## config.mk

```make
export PLATFORM = sky130hd
export DESIGN_NAME = max7219_if_arbiter_flat
export DESIGN_NICKNAME = d
export VERILOG_FILES = /design/src/rtl/max7219_if_arbiter_if.sv /design/src/rtl/max7219_if_arbiter.sv /design/src/flat_wrapper.sv
export SDC_FILE = /design/constraint.sdc
export NUM_CORES = 1
export LEC_CHECK = 0
export ABC_AREA = 1
export BUFFER_PORTS_ARGS = -buffer_cell sky130_fd_sc_hd__buf_2
export CAP_MARGIN = 20
export CORE_UTILIZATION = 40
export CTS_CLUSTER_DIAMETER = 80
export DETAILED_ROUTE_END_ITERATION = 7
export PLACE_DENSITY = 0.68
export SLEW_MARGIN = 20
export SYNTH_ARGS = -nofsm -noshare
export SYNTH_HDL_FRONTEND = slang
export SYNTH_SLANG_ARGS = --single-unit
```

## constraint.sdc

```tcl
create_clock -name clk -period 1.6 [get_ports clk]
set_input_delay 0.16 -clock clk [delete_from_list [all_inputs] [get_ports clk]]
set_output_delay 0.16 -clock clk [all_outputs]
set_load 0.02 [all_outputs]
```

## src/rtl/max7219_if_arbiter_if.sv

```systemverilog
// Bundle of requester-side and engine-side signals around the max7219_if arbiter.
// slave = arbiter view, master = the requesters/engine driving it.
interface max7219_if_arbiter_if #(
    parameter int G_NB_REQ     = 2,
    parameter int G_DATA_WIDTH = 16
);
    logic [G_NB_REQ-1:0]              i_req;
    logic [G_NB_REQ-1:0]              i_start;
    logic [G_NB_REQ-1:0]              i_en_load;
    logic [G_NB_REQ*G_DATA_WIDTH-1:0] i_data;
    logic [G_NB_REQ-1:0]              o_grant;
    logic [G_NB_REQ-1:0]              o_done;
    logic                             o_max7219_if_start;
    logic                             o_max7219_if_en_load;
    logic [G_DATA_WIDTH-1:0]          o_max7219_if_data;
    logic                             i_max7219_if_done;
    logic                             o_collision;
    logic                             o_timeout;

    modport slave (
        input  i_req, i_start, i_en_load, i_data, i_max7219_if_done,
        output o_grant, o_done, o_max7219_if_start, o_max7219_if_en_load,
               o_max7219_if_data, o_collision, o_timeout
    );

    modport master (
        output i_req, i_start, i_en_load, i_data, i_max7219_if_done,
        input  o_grant, o_done, o_max7219_if_start, o_max7219_if_en_load,
               o_max7219_if_data, o_collision, o_timeout
    );
endinterface

```

## src/rtl/max7219_if_arbiter.sv

```systemverilog
// Frame-atomic round-robin arbiter sharing one max7219_if serial engine
// between several requesters, with a watchdog on idle grants.
module max7219_if_arbiter #(
    parameter int G_NB_REQ     = 2,
    parameter int G_DATA_WIDTH = 16,
    parameter int G_TIMEOUT    = 1024
) (
    input  logic                 clk,
    input  logic                 rst,
    max7219_if_arbiter_if.slave  bus
);
    localparam int PTR_W = (G_NB_REQ > 1) ? $clog2(G_NB_REQ) : 1;
    localparam int WD_W  = $clog2(G_TIMEOUT);
    localparam logic [PTR_W-1:0] LAST_IDX = PTR_W'(G_NB_REQ - 1);
    localparam logic [WD_W-1:0]  WD_MAX   = WD_W'(G_TIMEOUT - 1);

    typedef enum logic [1:0] {S_IDLE, S_GRANT, S_BUSY} state_t;

    state_t                  state_q;
    logic [G_NB_REQ-1:0]     grant_q;
    logic [PTR_W-1:0]        gidx_q;
    logic [PTR_W-1:0]        rr_q;
    logic [WD_W-1:0]         wdog_q;
    logic                    last_word_q;
    logic [G_NB_REQ-1:0]     done_q;
    logic                    start_q;
    logic                    en_load_q;
    logic [G_DATA_WIDTH-1:0] data_q;
    logic                    coll_q;
    logic                    tout_q;

    logic                    pick_vld_d;
    logic [PTR_W-1:0]        pick_idx_d;
    logic [G_NB_REQ-1:0]     pick_oh_d;
    logic [PTR_W-1:0]        rr_nxt_d;
    logic                    coll_d;
    logic [G_DATA_WIDTH-1:0] word_d [G_NB_REQ];

    always_comb begin
        for (int i = 0; i < G_NB_REQ; i++) begin
            word_d[i] = bus.i_data[i*G_DATA_WIDTH +: G_DATA_WIDTH];
        end
    end

    // Descending scan so the candidate closest to rr_q (lowest offset) wins.
    always_comb begin
        logic [PTR_W-1:0] cand;
        int               pos;
        pick_vld_d = 1'b0;
        pick_idx_d = '0;
        pick_oh_d  = '0;
        cand       = '0;
        for (int i = G_NB_REQ - 1; i >= 0; i--) begin
            pos = int'(rr_q) + i;
            if (pos >= G_NB_REQ) begin
                pos = pos - G_NB_REQ;
            end
            cand = PTR_W'(pos);
            if (bus.i_req[cand]) begin
                pick_vld_d = 1'b1;
                pick_idx_d = cand;
            end
        end
        pick_oh_d[pick_idx_d] = pick_vld_d;
    end

    always_comb begin
        rr_nxt_d = (gidx_q == LAST_IDX) ? '0 : gidx_q + PTR_W'(1);
        coll_d   = (|(bus.i_start & ~grant_q)) ||
                   ((state_q == S_BUSY) && (|(bus.i_start & grant_q)));
    end

    always_ff @(posedge clk or posedge rst) begin
        if (rst) begin
            state_q     <= S_IDLE;
            grant_q     <= '0;
            gidx_q      <= '0;
            rr_q        <= '0;
            wdog_q      <= '0;
            last_word_q <= 1'b0;
            done_q      <= '0;
            start_q     <= 1'b0;
            en_load_q   <= 1'b0;
            data_q      <= '0;
            coll_q      <= 1'b0;
            tout_q      <= 1'b0;
        end else begin
            done_q  <= '0;
            start_q <= 1'b0;
            tout_q  <= 1'b0;
            coll_q  <= coll_d;
            case (state_q)
                S_IDLE: begin
                    if (pick_vld_d) begin
                        grant_q <= pick_oh_d;
                        gidx_q  <= pick_idx_d;
                        wdog_q  <= '0;
                        state_q <= S_GRANT;
                    end
                end
                S_GRANT: begin
                    if (bus.i_start[gidx_q]) begin
                        start_q     <= 1'b1;
                        data_q      <= word_d[gidx_q];
                        en_load_q   <= bus.i_en_load[gidx_q];
                        last_word_q <= bus.i_en_load[gidx_q];
                        state_q     <= S_BUSY;
                    end else if (!bus.i_req[gidx_q] || (wdog_q == WD_MAX)) begin
                        // A timeout is only flagged when the requester still wants the engine.
                        tout_q  <= bus.i_req[gidx_q];
                        grant_q <= '0;
                        rr_q    <= rr_nxt_d;
                        state_q <= S_IDLE;
                    end else begin
                        wdog_q <= wdog_q + WD_W'(1);
                    end
                end
                S_BUSY: begin
                    if (bus.i_max7219_if_done) begin
                        done_q <= grant_q;
                        if (last_word_q || !bus.i_req[gidx_q]) begin
                            grant_q <= '0;
                            rr_q    <= rr_nxt_d;
                            state_q <= S_IDLE;
                        end else begin
                            wdog_q  <= '0;
                            state_q <= S_GRANT;
                        end
                    end
                end
                default: begin
                    grant_q <= '0;
                    state_q <= S_IDLE;
                end
            endcase
        end
    end

    assign bus.o_grant              = grant_q;
    assign bus.o_done               = done_q;
    assign bus.o_max7219_if_start   = start_q;
    assign bus.o_max7219_if_en_load = en_load_q;
    assign bus.o_max7219_if_data    = data_q;
    assign bus.o_collision          = coll_q;
    assign bus.o_timeout            = tout_q;
endmodule
```

## src/flat_wrapper.sv

```systemverilog
// flat-port wrapper written by rule: the top's interface ports become plain ports
module max7219_if_arbiter_flat 
#(
    parameter int G_NB_REQ     = 2,
    parameter int G_DATA_WIDTH = 16,
    parameter int G_TIMEOUT    = 1024
)
  (clk, rst, bus_i_req, bus_i_start, bus_i_en_load, bus_i_data, bus_i_max7219_if_done, bus_o_grant, bus_o_done, bus_o_max7219_if_start, bus_o_max7219_if_en_load, bus_o_max7219_if_data, bus_o_collision, bus_o_timeout);
  max7219_if_arbiter_if #(.G_NB_REQ(G_NB_REQ), .G_DATA_WIDTH(G_DATA_WIDTH)) bus_i ();
  input  logic clk;
  input  logic rst;
  input wire logic [$bits(bus_i.i_req)-1:0] bus_i_req;
  input wire logic [$bits(bus_i.i_start)-1:0] bus_i_start;
  input wire logic [$bits(bus_i.i_en_load)-1:0] bus_i_en_load;
  input wire logic [$bits(bus_i.i_data)-1:0] bus_i_data;
  input wire logic [$bits(bus_i.i_max7219_if_done)-1:0] bus_i_max7219_if_done;
  output wire logic [$bits(bus_i.o_grant)-1:0] bus_o_grant;
  output wire logic [$bits(bus_i.o_done)-1:0] bus_o_done;
  output wire logic [$bits(bus_i.o_max7219_if_start)-1:0] bus_o_max7219_if_start;
  output wire logic [$bits(bus_i.o_max7219_if_en_load)-1:0] bus_o_max7219_if_en_load;
  output wire logic [$bits(bus_i.o_max7219_if_data)-1:0] bus_o_max7219_if_data;
  output wire logic [$bits(bus_i.o_collision)-1:0] bus_o_collision;
  output wire logic [$bits(bus_i.o_timeout)-1:0] bus_o_timeout;
  assign bus_i.i_req = bus_i_req;
  assign bus_i.i_start = bus_i_start;
  assign bus_i.i_en_load = bus_i_en_load;
  assign bus_i.i_data = bus_i_data;
  assign bus_i.i_max7219_if_done = bus_i_max7219_if_done;
  assign bus_o_grant = bus_i.o_grant;
  assign bus_o_done = bus_i.o_done;
  assign bus_o_max7219_if_start = bus_i.o_max7219_if_start;
  assign bus_o_max7219_if_en_load = bus_i.o_max7219_if_en_load;
  assign bus_o_max7219_if_data = bus_i.o_max7219_if_data;
  assign bus_o_collision = bus_i.o_collision;
  assign bus_o_timeout = bus_i.o_timeout;
  max7219_if_arbiter #(.G_NB_REQ(G_NB_REQ), .G_DATA_WIDTH(G_DATA_WIDTH), .G_TIMEOUT(G_TIMEOUT)) u_core (.clk(clk), .rst(rst), .bus(bus_i));
endmodule
```

; Word-level counts from Yosys, hierarchy flattened
; Index checks and enable logic that the tools add are counted.
[word_totals]
regBits = 38
latchBits = 0
ram_bits = 0
romBits = 0
input_bits = 41
out_inout_bits = 24
wordCells = 108
n_memories = 0
[classes]
add_sub_neg = 5
multipliers = 0
div_mod_pow = 0
n_lt_le_gt_ge = 8
eq_ne = 11
shift = 0
muxes = 51
bitwise_logic = 5
reduce_logical = 17
[op_table]
columns = operator, count
row1 = two-way mux 10 bit, 5
row2 = two-way mux 16 bit, 3
row3 = case mux 10 bit (3 select lines), 1
row4 = two-way mux 1 bit, 28
row5 = two-way mux 2 bit, 10
row6 = case mux 2 bit (3 select lines), 2
row7 = adder 10 x 1 -> 10 bit (second input constant), 1
row8 = equality test 10 bit (second input constant), 1
row9 = != test 2 bit (second input constant), 5
row10 = AND reduction 5 bit, 2
row11 = < comparator 1 x 2 -> 1 bit (second input constant), 4
row12 = bitwise AND 2 bit, 3
row13 = AND reduction 6 bit, 1
row14 = greater-or-equal comparator 2 bit (second input constant), 2
row15 = != test 2 x 1 -> 1 bit (second input constant), 2
row16 = AND reduction 2 bit, 2
row17 = OR reduction 2 bit, 2
row18 = logical OR 1 bit, 3
row19 = != test 3 x 1 -> 1 bit (second input constant), 1
row20 = AND reduction 3 bit, 1
row21 = nonzero test 3 bit, 1
row22 = adder 1 x 1 -> 2 bit (second input constant), 1
row23 = equality test 2 x 1 -> 1 bit (second input constant), 1
row24 = equality test 2 bit (second input constant), 1
row25 = other kinds (12), 14

; Depth between registers and ports, before layout
; Gate-level depths: netlist of run 1.
[depth]
word_depth = 14
depth_mapped = 10
ltp_nobuf = 9

; Least setup slack after synthesis of run 1
; Ideal clock, no wire load.
[synth_timing]
path_kind = register -> register
from = register u_core.wdog_q[0]
to = register u_core.wdog_q[3]
t_arrival_ns = 1.399
setup_slack_ns = 0.136
stages_incl_launch_ff = 11
n_path_buf = 1
synth_period_minus_slack_ns = 1.464
cell_sequence = dfrtp_1 -> ha_1 -> nand2_2 -> nor2_4 -> nand3_4 -> nand2_4 -> nand2_4 -> nand2_4 -> buf_6 -> nand2_1 -> nand2_1
[synth_between]
elab_chain_len = 4
word_cells_on_any_way = 8
classes_between = add/sub: 1 / eq/ne: 2 / mux: 3 / reduce/logical: 2
[synth_rtl]
columns = item, line
row1 = from (decl), max7219_if_arbiter.sv:23  ; logic [WD_W-1:0] wdog_q;
row2 = from (signal assigned), max7219_if_arbiter.sv:115  ; wdog_q <= wdog_q + WD_W'(1);
row3 = adder 10 x 1 -> 10 bit or equality test 10 bit (tied branches), "max7219_if_arbiter.sv:115, max7219_if_arbiter.sv:108"
row4 = two-way mux 10 bit or logical OR 1 bit (tied branches), max7219_if_arbiter.sv:108  ; end else if (!bus.i_req[gidx_q] || (wdog_q == WD_MAX)) begin
row5 = two-way mux 10 bit or != test 2 bit (tied branches), n/a
row6 = case mux 10 bit (3 select lines) or AND reduction 6 bit (tied branches), n/a
; Parallel ways exist; a longest one is shown, timed or not. The select of a mux whose other input is x is not followed.
; A chain may end at the register's enable or synchronous reset.

; Worst setup path in the final report of run 1
[layout_timing]
from = register u_core.wdog_q[1]
to = register u_core.wdog_q[5]
; Same word-level chain as after synthesis.

==> results of run 1 <==
worst register-to-register path: stages, from the launching register on:
cell     delay, ps
dfrtp_1        400
ha_1           210
nand2_2         90
nor2_4         160
nand3_4        110
nand2_4         80
nand2_4         80
nand2_4        150
nand2_1         70
nand2_1         60
sequential cells by signal (all words and copies together) (netlist names), 2 cells and up:
name,count
u_core.wdog_q,10
u_core.bus.o_grant,2
u_core.state_q,2
u_core.bus.o_done,2
u_core.bus.o_max7219_if_data,16
worst max path at each step:
| stage | startpoint | to | cells after the start |
|---|---|---|---|
| after CTS | u_core.wdog_q[1]$_DFFE_PP0P_ | u_core.wdog_q[5]$_DFFE_PP0P_ | 9 |
| after floorplan | u_core.wdog_q[0]$_DFFE_PP0P_ | u_core.wdog_q[3]$_DFFE_PP0P_ | 10 |
| final | u_core.wdog_q[1]$_DFFE_PP0P_ | u_core.wdog_q[5]$_DFFE_PP0P_ | 9 |
| after global routing | u_core.wdog_q[1]$_DFFE_PP0P_ | u_core.wdog_q[6]$_DFFE_PP0P_ | 9 |
| after detailed placement | u_core.wdog_q[1]$_DFFE_PP0P_ | u_core.wdog_q[8]$_DFFE_PP0P_ | 9 |
| after global placement | u_core.wdog_q[1]$_DFFE_PP0P_ | u_core.bus.o_grant[1]$_DFFE_PP0P_ | 8 |
stage by stage:
stage / area (sq um) / setup WS, ps / power, mW / std cells / utilization (%)
3_3_place_gp: 2440 / 168 / 3.54 / 395 / 51.0
4_1_cts: 2560 / 127 / 4.38 / 404 / 53.5
3_5_place_dp: 2440 / 155 / 3.57 / 395 / 51.0
5_1_grt: 2570 / 2.66 / 4.71 / 405 / 53.6
2_1_floorplan: 2020 / 136 / 3.00 / 265 / -
6_report: 2570 / 140 / 4.36 / 405 / 53.6
placed cells by master (no fill, tap or decap), types with 2 or more instances in the layout:
| cell type | Yosys | layout |
|---|---|---|
| a31oi_1 | 17 | 17 |
| buf_2 | 2 | 64 |
| buf_4 | 2 | 7 |
| clkbuf_8 | 0 | 5 |
| clkinv_2 | 0 | 2 |
| dfrtp_1 | 38 | 38 |
| inv_1 | 17 | 17 |
| inv_2 | 2 | 2 |
| nand2_1 | 97 | 97 |
| nand2_2 | 6 | 6 |
| nand2_4 | 5 | 5 |
| nand3_1 | 19 | 19 |
| nand4_1 | 2 | 2 |
| nor2_1 | 37 | 37 |
| nor2_4 | 3 | 3 |
| nor3b_1 | 2 | 2 |
| o21ai_0 | 5 | 5 |
area by class of cell:
| class | instances | area share [%] |
|---|---|---|
| multi-input cells | 199 | 36.7 |
| repair buffers | 73 | 15.7 |
| inverters | 20 | 3.02 |
| well taps | 67 | 3.27 |
| flip-flops and latches | 38 | 37.1 |
| clock inverters | 3 | 1.56 |
| clock buffers | 5 | 2.68 |
routing by layer:
metal,global-route usage (%),part of all wire [%]
met1,23.9,48
met4,6.75,0.91
met5,0,0
met2,29.1,44
met3,5.80,6.8
cells by family after synthesis:
group                      count (synthesis)
and+or+nand+nor                          174
DFF                                       38
AOI/OAI and AO/OA                         24
adders and majority gates                  1
buffers and inverters                     28
power by group:
group	internal [mW]	switching, mW
clock	0.459	0.340
sequential	1.29	0.206
combinational	0.713	1.35
what timing repair did:
| action | in CTS | in global routing |
|---|---|---|
| setup buffers | 0 | 1 |
| endpoints found under the hold margin | 38 | 0 |
| setup endpoints to repair | 0 | 4 |
| hold buffers | 1 | 0 |
==> results.md, run 1 <==
* Outcome: completed
* DRC viols at 0
* Vias in the first global route at 1732
* Simple-Gate Fraction of Synth Area at 38.9%
* Reg area at 951 sq um
* Layout cells sized above 1 at 29.3%
* Delay of the slowest cell on the worst path at 400 ps
* Post-Synth Adder-Cell Area at 0.620%
* Worst slew pin tran at 477 ps
* Total of max-cap violations at 0
* Family with the most delay on the worst path: simple AND/OR/NAND/NOR gates
* Cell mode on critical path: nand2_4
* Via Count at 1869
* Count of cell types in the netlist at 24
* Post-synthesis instance total at roughly 270
* Setup TNS at 0 ps
* Setup crit start kind: flop
* Core ar. at 4790 sq um
* Root Driver: clkbuf_8
* Predominant post-synthesis flop cell: dfrtp_1
* EDFF count, synth at 0
* CP Data Arrival Time at 1680 ps
* Vias/cell at 4.61
* Initial drt markers at 82
* Syn Nets at 307
* Post-Synth XOR/XNOR Area at 0%
* Clock Skew at ~6.9 ps
* Worst vdd ir at 0.00104 V
* Synth top cells by count: nand2_1 (97), dfrtp_1 (38), nor2_1 (37), nand3_1 (19)
* Post-synthesis compound-gate area fraction at 7.13%
* Register area share after synthesis at 47.1%
* Top-count cell post-synth: nand2_1
* Main area contributors after synthesis: dfrtp_1 (47%), nand2_1 (18%), nor2_1 (6.9%)
* Area grow syn2layout at 27.2%
* Chip width at 73.0 microns
* Avg WL per Cell at roughly 11 microns
* Number of hold violations in the final report at 0
* First-pass GRT wire length at 7.53 mm
* Kind of capture point of the worst setup path: flop
* Total Wirelength at 4.38 mm
* Min cycle time layout at between 1000 and 1500 ps
* Reg-to-Reg End: u_core.wdog_q[5]$_DFFE_PP0P_
* # H-tree levels at 2
* Fin nets at 379
* DP HPWL at 3.28 mm
* Leak pwr at 1.34 nW
* Fillers at 456
* IO buf count at 64
* Sink Count at 38
* GPL Wtd Cong at 0.815
* Total CTS buffers at 5
* Crit path kind: reg -> reg
* Hold Slack at 120 ps
* Gr usage total at 18.5%
* Pwr Density at 1700 nW/um^2
* Largest family of logic cells by synthesized area: simple AND/OR/NAND/NOR gates
* Slowest stage cell, crit path: dfrtp_1
* TritonCTS clock tree: built
* Critical Path RT at around 1800 ps
* CP bufs+invs at 0
* Hold Crit Start: bus_i_data[9]
* CTS max path bufs at 2
* Warnings, synthesis at 0
* ANT cells at 0
* Crit Path Max Fanout at 11
* Async SR Flop Fraction at 100%
* Pin count of the biggest net entering global routing at 39
* Initial antenna violation count at 0
* Yosys reg bits at 38
* Mux contribution to synthesized area at 0%
* Worst reg-to-reg setup slack at 140 ps
* Hold endpoint: u_core.bus.o_max7219_if_data[9]$_DFFE_PP0P_
* R2r startpoint: u_core.wdog_q[1]$_DFFE_PP0P_
* Fmax at ~690 MHz
* Remaining antenna violation count at 0
* R2r worst-path depth at 9
* Area of the multi-input gates at 942 sq um
* RSZ-0062 raised after global routing: no
* Core Rows at 25
* Clk Latency, worst-skew pair at roughly 290 ps
* Post-CTS sizing at 0
* Die area at between 5000 and 6000 sq um
* Worst Hold Depth at 3
* Worst-path cell chain: ha_1 -> nand2_2 -> nor2_4 -> nand3_4 -> nand2_4 -> nand2_4 -> nand2_4 -> nand2_1 -> nand2_1
* Synthesized area per cell at 7.62 sq um
* Fraction of the cycle the final worst path needs at 91.2%
* Top-area cell type share of the netlist area at 47.1%
* Mapped cell area at just over 2000 sq um
* Global route overflow at 0
* Fin. max-slew vios at 0
* Die height at 73.0 microns
* Hold crit path type: in -> reg
* Starting Density at 42.2%
* IO Pins at 65
* DRT Pass-1 Iters at 4
* Clock transition at path regs at roughly 80 ps
* Slew margin rel. at between 60% and 70%
* Area leader, netlist: dfrtp_1
* # setup viols final at 0
No activity file was read; power rests on OpenSTA's default activity.
==> run 2, diff against run 1 <==
--- a/config.mk
+++ b/config.mk
@@ -12,6 +12,7 @@
 export CTS_CLUSTER_DIAMETER = 80
 export DETAILED_ROUTE_END_ITERATION = 7
 export PLACE_DENSITY = 0.68
+export RECOVER_POWER = 50
 export SLEW_MARGIN = 20
 export SYNTH_ARGS = -nofsm -noshare
 export SYNTH_HDL_FRONTEND = slang
==> run 2 against run 1 <==
Compared with the run above: sequential share of layout area increased by 0.18 points; register-to-register slack about the same; combinational power about the same; worst hold slack about the same; sequential power about the same; via count decreased by 0.32%; total power decreased by 0.38%; flip-flop and latch count unchanged; fmax about the same; critical endpoint unchanged.
==> results.md, run 2 (synthesized netlist as in run 1, its figures left out) <==
* Outcome: completed
* R2r worst-path depth at 9
* Worst vdd ir at between 0.001 and 0.0015 V
* TritonCTS clock tree: built
* Clk Latency, worst-skew pair at 290 ps
* Fin. max-slew vios at 0
* Flip-flop count of the largest register after layout at 16
* Min cycle time layout at 1460 ps
* Critical Path RT at 1820 ps
* Worst Setup SP: u_core.wdog_q[1]$_DFFE_PP0P_
* Crit Path Max Fanout at 11
* Pwr Density at 1700 nW/um^2
* Core ar. at 4790 sq um
* Initial drt markers at 83
* Hold endpoint: u_core.bus.o_max7219_if_data[9]$_DFFE_PP0P_
* Worst setup margin at 140 ps
* Layout cells sized above 1 at a little over a quarter
* Worst slew pin tran at 936 ps
* Fmax at 685 MHz
* Sink Count at 38
* Fraction of the cycle the final worst path needs at 91.2%
* Chip width at around 73 microns
* Clock Skew at 7.31 ps
* Final core occ at 53.4%
* DP HPWL at around 3.3 mm
* Area grow syn2layout at 26.5%
* Post-CTS sizing at 0
* Pin count of the biggest net entering global routing at 39
* Total of max-cap violations at 0
* Slew margin rel. at between 30% and 40%
* Reg-to-Reg End: u_core.wdog_q[5]$_DFFE_PP0P_
* Total CTS buffers at 5
* Crit path kind: reg -> reg
* Kind of capture point of the worst setup path: flop
* Hold Crit Start: bus_i_data[9]
* Starting Density at 42.2%
* Setup TNS at 0 ps
* Total Wirelength at 4.39 mm
* Hold crit path type: in -> reg
* Die area at between 5000 and 6000 sq um
* GPL Wtd Cong at 0.815
* Root Driver: clkbuf_8
* Fin nets at 379
* Most common cell after layout, fill and taps aside: nand2_1
* Fillers at 461
* Global route overflow at 0
* Worst Hold Depth at 3
* Setup crit start kind: flop
* RSZ-0062 raised after global routing: no
* CP Data Arrival Time at 1680 ps
* ANT cells at 0
* Via Count at 1863
* Commonest non-fill, non-tap cells in the layout: nand2_1 (97), buf_2 (56), dfrtp_1 (38)
* CTS max path bufs at 2
* Remaining antenna violation count at 0
* # setup viols final at 0
* DRC viols at 0
* Leak pwr at 1.31 nW
* IO Pins at 65
* Die height at about 73 microns
* Placed cell count at approximately 400
* Non-Filler Instances at about 410
* Worst reg-to-reg setup slack at 140 ps
* First-pass GRT wire length at 7.53 mm
* Vias in the first global route at about 1700
* Pre-CTS setup slack at 155 ps
* Clock transition at path regs at 80 ps
* R2r startpoint: u_core.wdog_q[1]$_DFFE_PP0P_
* Number of hold violations in the final report at 0
* Gr usage total at between 10% and 20%
* Initial antenna violation count at 0
* DRT Pass-1 Iters at 4
* # H-tree levels at 2
* Core Rows at 25
* Vias/cell at 4.60
* Avg WL per Cell at between 10 and 15 microns
* IO buf count at 64
[run 2: cell types whose count changed in the layout (fill, tap and decap cells not counted), sizes merged]
cell | previous run | this run
buf | 72 | 63
clkbuf | 5 | 14
[run 2: cell type report]
class	instances	area, sq um	area share (%)
Inverter	20	77.6	3.04
Multi-Input combinational cell	199	942	36.9
Sequential cell	38	951	37.2
Tap cell	67	83.8	3.28
Clock inverter	3	40.0	1.57
Clock buffer	5	68.8	2.69
Timing Repair Buffer	73	390	15.3
[run 2: how the worst max path moves through the flow]
stage | endpoint | slack [ps] | depth (start not counted)
6_report | u_core.wdog_q[5]$_DFFE_PP0P_ | 140 | 9
5_1_grt | u_core.wdog_q[6]$_DFFE_PP0P_ | 3 | 9
4_1_cts | u_core.wdog_q[5]$_DFFE_PP0P_ | 130 | 9
3_5_place_dp | u_core.wdog_q[8]$_DFFE_PP0P_ | 160 | 9
3_3_place_gp | u_core.bus.o_grant[1]$_DFFE_PP0P_ | 170 | 8
2_1_floorplan | u_core.wdog_q[3]$_DFFE_PP0P_ | 140 | 10
[run 2: timing repair]
action	in CTS	in global routing
hold endpoints to repair	38	0
setup buffers	0	1
hold buffers	1	0
endpoints found under the setup margin	0	4
[run 2: layer usage]
layer  routed length [microns]  track usage, %  vias to the layer above
met5                         0               0                        -
met4                        40            6.75                        0
met3                       297            5.80                        4
met2                      1910            29.1                       66
met1                      2140            23.9                      803
li1                          -               -                      990
[run 2: critical path: stages, from the launching register on]
cell and delay [ps]:
dfrtp_1 400, ha_1 210, nand2_2 80, nor2_4 160, nand3_4 110, nand2_4 80, nand2_4 80, nand2_4 150
nand2_1 70, nand2_1 60
[run 2: report_power, final]
part	switching (mW)	internal [mW]	total, mW
clock network	0.340	0.459	0.799
logic	1.35	0.695	2.05
registers	0.208	1.29	1.50
[run 2: stage by stage]
stage	hold slack, ps	instance area (sq um)	power, mW
after floorplan	297	2020	3.00
after detailed placement	301	2440	3.57
after global placement	303	2440	3.54
after CTS	113	2560	4.38
after global routing	115	2550	4.69
final	121	2550	4.34
